## src/rtl/mem_arbiter.sv

```systemverilog
`default_nettype none
// ============================================================================
// Module      : mem_arbiter
// Description : Two-requester (cpu / dbg) round-robin arbiter in front of a
//               single-port registered memory. Each granted access takes
//               IDLE -> ACCESS -> RESP and ends with a one-cycle done pulse.
// Revision    : 1.0 - initial release
// ============================================================================
module mem_arbiter #(
  parameter int ADDR_W = 8,
  parameter int DATA_W = 8
) (
  input  logic              clk,
  input  logic              reset,
  // processor requester
  input  logic              cpu_req,
  input  logic              cpu_we,
  input  logic [ADDR_W-1:0] cpu_addr,
  input  logic [DATA_W-1:0] cpu_wdata,
  output logic              cpu_done,
  output logic [DATA_W-1:0] cpu_rdata,
  // debug / program-loader requester
  input  logic              dbg_req,
  input  logic              dbg_we,
  input  logic [ADDR_W-1:0] dbg_addr,
  input  logic [DATA_W-1:0] dbg_wdata,
  output logic              dbg_done,
  output logic [DATA_W-1:0] dbg_rdata,
  // memory side
  output logic              MemRead,
  output logic              MemWrite,
  output logic [ADDR_W-1:0] mem_address,
  output logic [DATA_W-1:0] mem_write_data,
  input  logic [DATA_W-1:0] mem_read_data,
  output logic              busy
);

  typedef enum logic [1:0] {
    IDLE   = 2'd0,
    ACCESS = 2'd1,
    RESP   = 2'd2
  } state_t;

  localparam logic c_OWN_CPU = 1'b0;
  localparam logic c_OWN_DBG = 1'b1;

  state_t              r_state;
  state_t              w_next_state;
  logic                r_owner;       // requester of the transaction in flight
  logic                r_last_owner;  // requester served most recently
  logic                r_we;
  logic [ADDR_W-1:0]   r_addr;
  logic [DATA_W-1:0]   r_wdata;
  logic                w_grant_cpu;
  logic                w_grant_dbg;

  // Round-robin: on a tie, the requester that was not served last wins.
  assign w_grant_cpu = cpu_req & (~dbg_req | (r_last_owner == c_OWN_DBG));
  assign w_grant_dbg = dbg_req & ~w_grant_cpu;

  // State register; reset returns to IDLE immediately, which also drops strobes.
  always_ff @(posedge clk or posedge reset) begin
    if (reset) begin
      r_state <= IDLE;
    end else begin
      r_state <= w_next_state;
    end
  end

  // Next-state and memory-side outputs; bus is driven only in ACCESS.
  always_comb begin
    w_next_state   = r_state;
    MemRead        = 1'b0;
    MemWrite       = 1'b0;
    mem_address    = '0;
    mem_write_data = '0;
    busy           = 1'b1;
    case (r_state)
      IDLE: begin
        busy = 1'b0;
        if (cpu_req || dbg_req) begin
          w_next_state = ACCESS;
        end
      end
      ACCESS: begin
        MemRead        = ~r_we;
        MemWrite       = r_we;
        mem_address    = r_addr;
        mem_write_data = r_wdata;
        w_next_state   = RESP;
      end
      RESP: begin
        w_next_state = IDLE;
      end
      default: begin
        w_next_state = IDLE;
      end
    endcase
  end

  // Grant latching, round-robin history, done pulses and read-data capture.
  always_ff @(posedge clk or posedge reset) begin
    if (reset) begin
      r_owner      <= c_OWN_CPU;
      r_last_owner <= c_OWN_DBG;
      r_we         <= 1'b0;
      r_addr       <= '0;
      r_wdata      <= '0;
      cpu_done     <= 1'b0;
      dbg_done     <= 1'b0;
      cpu_rdata    <= '0;
      dbg_rdata    <= '0;
    end else begin
      cpu_done <= 1'b0;
      dbg_done <= 1'b0;
      case (r_state)
        IDLE: begin
          if (w_grant_cpu) begin
            r_owner <= c_OWN_CPU;
            r_we    <= cpu_we;
            r_addr  <= cpu_addr;
            r_wdata <= cpu_wdata;
          end else if (w_grant_dbg) begin
            r_owner <= c_OWN_DBG;
            r_we    <= dbg_we;
            r_addr  <= dbg_addr;
            r_wdata <= dbg_wdata;
          end
        end
        RESP: begin
          // Registered memory: read data is stable during RESP.
          r_last_owner <= r_owner;
          if (r_owner == c_OWN_CPU) begin
            cpu_done <= 1'b1;
            if (!r_we) begin
              cpu_rdata <= mem_read_data;
            end
          end else begin
            dbg_done <= 1'b1;
            if (!r_we) begin
              dbg_rdata <= mem_read_data;
            end
          end
        end
        default: begin
        end
      endcase
    end
  end

endmodule
`default_nettype wire

```

## config.mk

```make
export PLATFORM = sky130hd
export DESIGN_NAME = mem_arbiter
export DESIGN_NICKNAME = d
export VERILOG_FILES = /design/src/rtl/mem_arbiter.sv
export SDC_FILE = /design/constraint.sdc
export NUM_CORES = 1
export LEC_CHECK = 0
export CORE_ASPECT_RATIO = 1.2
export CORE_MARGIN = 4
export CORE_UTILIZATION = 35
export DETAILED_ROUTE_END_ITERATION = 16
export DONT_BUFFER_PORTS = 1
export PLACE_DENSITY = 0.6
export SYNTH_ARGS = -nofsm -noshare
export SYNTH_HDL_FRONTEND = slang
export SYNTH_SLANG_ARGS = --single-unit
export TNS_END_PERCENT = 5
```

## constraint.sdc

```tcl
create_clock -name clk -period 4.4 [get_ports clk]
set_input_delay 0.66 -clock clk [delete_from_list [all_inputs] [get_ports clk]]
set_output_delay 0.66 -clock clk [all_outputs]
set_load 0.02 [all_outputs]
```

==> metrics.md <==
| Metric | Value |
|---|---|
| Slowest stage cell, crit path | nor2b_1 |
| Total grt overflow | 0 |
| Max IR drop VDD | 0.194 mV |
| CP Launch Type | register |
| Worst slew pin tran | roughly 1.0 ns |
| Initial DRC Count | 65 |
| R2r setup slk | 2.50 ns |
| Worst setup EP type | output pin |
| Pre-CTS setup slack | 1.99 ns |
| GRT Util Overall | 14.1% |
| IO buf count | 0 |
| IO Count | 83 |
| Final ANT Viol Nets | 0 |
| Seq/Total Area, Yosys | 52.0% |
| Relative slew slack | 30.6% |
| Crit path required time | 3.74 ns |
| Reg2Reg Depth | 3 |
| Leak pwr | 0.795 nW |
| R2r endpoint | r_owner |
| Critical path, cell by cell | nor2b_1, nor2b_1 |
| Placed Instances | 220 |
| Max-cap violation count | 0 |
| Slew Viols, Final | 0 |
| Final Skew | 0.0106 ns |
| Ant diodes | 0 |
| Syn Nets | 217 |
| Outcome | finished clean |
| Final std cells w/o fill | 228 |
| Clock Tree Buf Depth | 2 |
| Clock sink count | 39 |
| Layout cells sized above 1 | 23.8% |
| Fmax achieved | about 0.38 GHz |
| Setup_tns | 0 ns |
| Commonest non-fill, non-tap cell in the layout | dfrtp_1 |
| Die H | between 80 and 90 microns |
| Reg2reg start | r_state[0] |
| Post-route minimum period | 2.63 ns |
| Clk slew on worst S/H paths | 0.08 ns |
| Starting density of the core | 37.0% |
| Most frequent CP cell | nor2b_1 |
| H-tree levels | 2 |
| Area Overhead vs Synth | 6.12% |
| Routed wire length | 4.46 mm |
| CTS resizes | 0 |
| Power density cells | between 800 and 900 nW/um^2 |
| Hold Buf Count CTS | 0 |
| Die Width | 74.9 microns |
| Number of core rows | 28 |
| Dpl hpwl | 3.20 mm |
| Core area | roughly 5100 sq um |
| WS Path Type | register to output pin |
| GPL Wtd Cong | between 0.7 and 0.8 |
| WL per Instance | 19.6 microns |
| Worst min path class | input port to async pin |
| Total iterations of the first detailed-routing run | 4 |
| Flops & latches, synth | 39 |
| Area leader, netlist | dfrtp_1 |
| CTS tree | built |
| Worst-skew pair later-pin latency | 0.29 ns |
| Worst Path Max Fanout | 19 |
| Initial antenna violation count | 0 |
| Dominant cells by area after synthesis | dfrtp_1 (51%), mux2_2 (9.6%), a31oi_2 (6.0%) |
| Syn Inst Count | 171 |
| Count of final setup violators | 0 |
| First-pass GRT wire length | 7.03 mm |
| CTS Buf Count | 5 |
| Slowest cell delay on critical path | 0.81 ns |
| Final Hold Viols | 0 |
| Synth warn | 0 |
| Library cells used by synthesis | 26 |
| Via density | 5.70 |
| Clock root cell | clkbuf_8 |
| Vias in the first global route | 1431 |
| Largest net degree at the start of global routing | 40 |
| # DRC | 0 |
| Synth top area share | 50.6% |
| Commonest non-fill, non-tap cells in the layout | dfrtp_1 (38), o21ai_0 (17), nand3_1 (17), a21oi_1 (17), and2_1 (17) |
| CP Data Arrival Time | 1.97 ns |
| Post-CTS setup buffers | 0 |
| Synthesized cell area | 1880 sq um |
| PnR worst setup slack | between 1.5 and 2 ns |
| Final net count | 213 |
| Mapped Avg Cell Area | 11.0 sq um |
| RSZ-0062 raised after global routing | false |
| Final cycle utilization of the critical path | between 50 and 60% |
| Vias | 1299 |
| Die area | 6610 sq um |
| Fillers | 501 |
[stage by stage]
step	util, %	power [mW]	hold slack [ns]	instance area, sq um
after detailed placement	37.0	1.35	0.463	1880
after global routing	39.3	1.76	0.400	2000
after global placement	37.0	1.33	0.457	1880
final	39.3	1.64	0.365	2000
after CTS	39.3	1.66	0.380	2000
after floorplan	-	1.26	0.441	1880
[cell families (layout without fill, tap and decap cells)]
| logic type | after synthesis | count (layout) | synth area share (%) |
|---|---|---|---|
| compound gates | 52 | 52 | 18.2 |
| buf+inv | 16 | 13 | 5.32 |
| flops | 39 | 39 | 52.0 |
| mux | 16 | 16 | 9.58 |
| simple gates | 48 | 48 | 14.9 |
[worst max path at each step]
stage	from	endpoint	cells after the start
3_5_place_dp	r_state[1]	MemRead	2
4_1_cts	r_state[1]	MemRead	2
6_report	r_state[1]	MemRead	2
5_1_grt	r_state[0]	MemRead	2
2_1_floorplan	r_state[1]	mem_address[0]	3
3_3_place_gp	r_state[1]	MemRead	2
[state kept, by name, summed over array words and instances, names as in the netlist]
| name | count |
|---|---|
| cpu_rdata | 8 |
| dbg_rdata | 8 |
| r_addr | 8 |
| r_wdata | 8 |
| r_state | 2 |
| cpu_done | 1 |
| dbg_done | 1 |
| r_last_owner | 1 |
| r_owner | 1 |
| r_we | 1 |
[power by group]
group	total (mW)	internal [mW]	switching, mW
combinational	0.590	0.217	0.373
clock	0.304	0.183	0.121
sequential	0.741	0.538	0.203
total	1.64	0.938	0.697
[cells in the mapped netlist]
cell	n
a21oi_1	17
and2_4	1
nor3_2	1
and2_1	17
a31oi_2	9
dfstp_2	1
and2b_1	1
nor2b_1	2
nand3b_1	1
o21ai_0	17
nand2b_1	2
a31oi_1	8
nor2_1	1
nand3_1	17
o32a_1	1
inv_2	1
mux2_2	16
or2_1	1
buf_6	3
buf_2	1
nand2_1	2
nor2_2	2
dfrtp_1	38
buf_12	1
inv_1	3
clkbuf_1	7
[routing by layer]
metal,wire length [microns],track usage (%),vias up
li1,-,-,602
met1,1690,15.3,625
met2,2300,24.2,66
met3,383,5.45,6
met4,80,5.99,0
met5,0,0,-
[cell type report]
cell class	instances	area [sq um]	area share (%)
sequential	39	977	49.0
multi-input combinational	116	803	40.3
clock buffer	6	82.6	4.14
tap	60	75.1	3.76
clock inverter	2	35.0	1.76
inverter	4	15.0	0.752
timing repair buffer	1	7.51	0.376
[worst max-delay path, delay by kind of cell, from the launching register on]
| kind | cells | cell delay, ns |
|---|---|---|
| simple gates | 2 | 1.28 |
| flops | 1 | 0.41 |
Power figures use the tool's default switching activity.
